`config.mk`:
```
export PLATFORM = sky130hd
export DESIGN_NAME = write_pointer_handler
export DESIGN_NICKNAME = d
export VERILOG_FILES = /design/src/rtl/write_pointer_handler.sv
export SDC_FILE = /design/constraint.sdc
export NUM_CORES = 1
export LEC_CHECK = 0
export BUFFER_PORTS_ARGS = -buffer_cell sky130_fd_sc_hd__buf_2
export CAP_MARGIN = 20
export CORE_AREA = 2 2 39 41
export CTS_BUF_LIST = sky130_fd_sc_hd__clkbuf_2
export DETAILED_ROUTE_END_ITERATION = 10
export DIE_AREA = 0 0 41 43
export GPL_TIMING_DRIVEN = 0
export PLACE_DENSITY = 0.76
export SYNTH_ARGS = -nofsm -noshare
export SYNTH_HDL_FRONTEND = slang
export SYNTH_SLANG_ARGS = --single-unit
```
`constraint.sdc`:
```
create_clock -name clk_tx -period 2.1 [get_ports clk_tx]
set_input_delay 0.105 -clock clk_tx [delete_from_list [all_inputs] [get_ports clk_tx]]
set_output_delay 0.105 -clock clk_tx [all_outputs]
set_load 0.05 [all_outputs]
```
`src/rtl/write_pointer_handler.sv`:
```
// Transmit-domain write pointer for the async FIFO: write counter, registered Gray
// pointer for CDC, and full/almost-full/fill/overflow status from the synced read pointer.
module write_pointer_handler #(
    parameter int ADDR_W    = 3,   // must be >= 2
    parameter int AF_MARGIN = 2
) (
    input  logic              clk_tx,
    input  logic              rst_tx,
    input  logic              push,
    input  logic              overflow_clr,
    input  logic [ADDR_W:0]   synced_graycoded_read_pointer,
    output logic              write_en,
    output logic [ADDR_W-1:0] write_pointer,
    output logic [ADDR_W:0]   graycoded_write_pointer,
    output logic              full,
    output logic              almost_full,
    output logic [ADDR_W:0]   fill_level,
    output logic              overflow
);

    localparam int DEPTH = 1 << ADDR_W;
    // Full when the Gray pointers differ only in their two top bits.
    localparam logic [ADDR_W:0] FULL_MASK = {2'b11, {(ADDR_W-1){1'b0}}};
    localparam logic [ADDR_W:0] AF_THRESH = (ADDR_W+1)'(DEPTH - AF_MARGIN);

    logic [ADDR_W:0] wcnt_q, wcnt_d;
    logic [ADDR_W:0] gwp_q, gwp_d;
    logic            ovf_q, ovf_d;
    logic [ADDR_W:0] wgray;
    logic [ADDR_W:0] rb;

    assign wgray = wcnt_q ^ (wcnt_q >> 1);

    always_comb begin
        rb         = '0;
        rb[ADDR_W] = synced_graycoded_read_pointer[ADDR_W];
        for (int i = ADDR_W - 1; i >= 0; i--) begin
            rb[i] = rb[i+1] ^ synced_graycoded_read_pointer[i];
        end
    end

    assign full        = (wgray == (synced_graycoded_read_pointer ^ FULL_MASK));
    assign fill_level  = wcnt_q - rb;
    assign almost_full = (fill_level >= AF_THRESH);
    // Suppressed during reset so nothing lands in memory on the reset edge.
    assign write_en    = push & ~full & ~rst_tx;

    always_comb begin
        wcnt_d = wcnt_q;
        gwp_d  = wgray;
        ovf_d  = ovf_q;
        if (push && !full) begin
            wcnt_d = wcnt_q + 1'b1;
        end
        if (push && full) begin
            ovf_d = 1'b1;
        end else if (overflow_clr) begin
            ovf_d = 1'b0;
        end
    end

    always_ff @(posedge clk_tx) begin
        if (rst_tx) begin
            wcnt_q <= '0;
            gwp_q  <= '0;
            ovf_q  <= 1'b0;
        end else begin
            wcnt_q <= wcnt_d;
            gwp_q  <= gwp_d;
            ovf_q  <= ovf_d;
        end
    end

    assign write_pointer           = wcnt_q[ADDR_W-1:0];
    assign graycoded_write_pointer = gwp_q;
    assign overflow                = ovf_q;

endmodule

```
==> flow_summary.yaml <==
clocking:
  cts_buffers: 3
  root_buffer: "clkbuf_2"
  clock_path_buffers: 2
  htree_num_levels: 1
  clk_pin_slew_worst_paths_ns: 0.10
  cts.sinks: 9
  cts_hold_buffers: 0
  cts_tree: "yes"
  clk-insertion-delay-late_ns: 0.26
timing:
  finalSetupViolations: 0
  hold_ws_ns: 0.166
  rsz0062_at_grt: "true"
  hold_viol: 0
  maxSlewViolCount: 0
  max_slew_margin_pct: 68.2
  fin_crit_sh_pct: 95.0
  timing.fmax_ghz: 0.502
  skew_ns: 0.0113
  post-route-min-period_ns: 1.99
  worst_pin_slew_ns: 0.476
run:
  maxCapViolCount: 0
route:
  via_per_inst: 5.06
  routed_wl_um: 1280
  ant_nets: 0
  drc_errors: 0
  drtPass1Iterations: 4
  first_iter_violations: 2
  wl_per_cell_um: 11.1
  vias: 587
synthesis:
  synthCells: 73
  ys_top_cells_by_area: "dfxtp_1 (29%), ha_1 (10%), xnor2_1 (7.1%), nor2b_1 (6.1%), nor3b_1 (4.9%)"
  synth_xor_area_share_pct: 11.3
  synth_area_per_cell_um2: 8.47
  synthSimpleGateAreaFrac_pct: 28.3
  netlist.area_leader.share_pct: 29.1
  syn_area_um2: 618
  syn_nets: 87
  ys_ff_latch: 9
  yosysSeqAreaShare_pct: 29.1
  ys.warnings.count: 0
  async_reset_ff_share_pct: 0
  synth.largest_area_cell: "dfxtp_1"
  synthAdderAreaFrac_pct: 13.4
  synth_mux_area_share_pct: 3.44
  synth-edff-count: 0
  synth.distinct_cells: 26
  synth_compound_area_share_pct: 9.51
  synth_top_family_by_area: "simple AND/OR/NAND/NOR gates"
  ys.flop_type: "dfxtp_1"
placed_design:
  place_hpwl_um: 936
  gp_congestion: 0.808
  io_buffers: 21
  dp.cells: 110
layout:
  layout_commonest_cell: "buf_2"
  fin_nets: 115
  layout.cells.non_filler: 116
  final_util_pct: 65.3
  final_cell_mix: "buf_2 (17), dfxtp_1 (7), nor2b_1 (6), nand2_1 (6), inv_1 (5)"
  drive_gt1_share_pct: 44.0
  diodes: 0
  syn_to_final_growth_pct: 46.2
floorplanning:
  start_util_pct: 44.7
  core_um2: 1380
  num_rows: 14
  die_y_um: 43
  die_w_um: 41
  pin_count: 23
  dieArea_um2: 1760
setup_path:
  worstPathRequired_ns: 2.00
  crit_path_end_kind: "output pin"
  ff2ff_path_depth: 5
  cp-start-kind: "input port"
  critPathArrivalTime_ns: 1.89
  critPathMaxFanout: 3
  path_class: "input port to output pin"
global_routing:
  overflow: 0
  antenna_found_initial: 0
  track_usage_pct: 17.5
  grt_pass1_vias: 503
  grt_max_degree: 11
  grt_pass1_wl_um: 2070
power_and_ir_drop:
  power_density_nw_per_um2: 1300
  vdd_drop_max_uv: 855
  finalPower_mw: 1.17
  p_leak_nw: 0.415
min_path:
  whs_path_depth: 3
  min_path_type: "input port to flop"
outcome:
  status: "finished clean"
## cell families (layout without fill, tap and decap cells)
| kind of cell | count (synthesis) | after routing |
|---|---|---|
| simple gates | 31 | 31 |
| compound gates | 9 | 9 |
| buf+inv | 8 | 35 |
| fa+ha+maj | 6 | 6 |
| flops | 9 | 9 |
| xor+xnor | 8 | 8 |
| mux | 2 | 2 |
## path summary, 6_finish.rpt
path,from,endpoint,slack [ns]
min reg2reg,wcnt_q[3]$_SDFFE_PP0P_,graycoded_write_pointer[3]$_SDFF_PP0_,0.56
max,synced_graycoded_read_pointer[3],almost_full,0.11
max reg2reg,wcnt_q[1]$_SDFFE_PP0P_,wcnt_q[2]$_SDFFE_PP0P_,0.33
min,rst_tx,wcnt_q[1]$_SDFFE_PP0P_,0.17
## sequential cells by signal, summed over array words and instances, names as in the netlist
signal	count
wcnt_q	4
graycoded_write_pointer	4
overflow	1
## what timing repair did
item,in CTS,in global routing
pin swaps,2,7
endpoints found under the setup margin,3,6
setup buffers,0,2
resized for setup,2,13
## cell usage after synthesis (all sizes together) (2+ instances only)
| master | n |
|---|---|
| a21oi | 3 |
| and3 | 3 |
| clkbuf | 2 |
| dfxtp | 9 |
| ha | 5 |
| inv | 6 |
| nand2 | 7 |
| nand3 | 2 |
| nor2 | 4 |
| nor2b | 6 |
| nor3b | 4 |
| o21ai | 2 |
| xnor2 | 5 |
| xor2 | 3 |
## where the power goes
group	switching, mW	internal, mW	leakage (nW)
Clock	0.0628	0.0506	0.0166
Combinational	0.568	0.257	0.324
Sequential	0.0292	0.206	0.0743
## cell type report
type	instances	area, um2
plain buffers	2	7.51
well taps	16	20.0
multi-input cells	56	505
flip-flops and latches	9	183
fillers	116	480
clock buffers	4	20.0
inverters	6	22.5
repair buffers	23	145
## routing by layer
| metal | GRT usage [%] | part of all wire (%) | vias up | wire length, um |
|---|---|---|---|---|
| met4 | 4.00 | 0.62 | 0 | 8 |
| met3 | 9.42 | 6.0 | 3 | 77 |
| met5 | 0 | 0 | - | 0 |
| li1 | - | - | 309 | - |
| met2 | 24.1 | 47 | 18 | 601 |
| met1 | 23.8 | 46 | 257 | 594 |
## metrics by stage
stage / setup TNS (ns) / instance area, um2 / setup WS, ns
floorplan: -0.0725 / 691 / -0.0725
global placement: -0.0962 / 816 / -0.0962
detailed placement: -0.100 / 816 / -0.100
CTS: -0.0584 / 842 / -0.0584
global route: -0.0108 / 903 / -0.0108
finish: 0 / 903 / 0.106
## worst max-delay path, cell delays in order
cell and delay, ns:
buf_8 0.11, xnor2_4 0.19, xor2_2 0.22, xnor2_1 0.16, ha_2 0.21, inv_2 0.04
fa_2 0.39, xor2_4 0.17, nand2_2 0.08, o21ai_4 0.05, buf_6 0.16
Power figures use the tool's default switching activity.
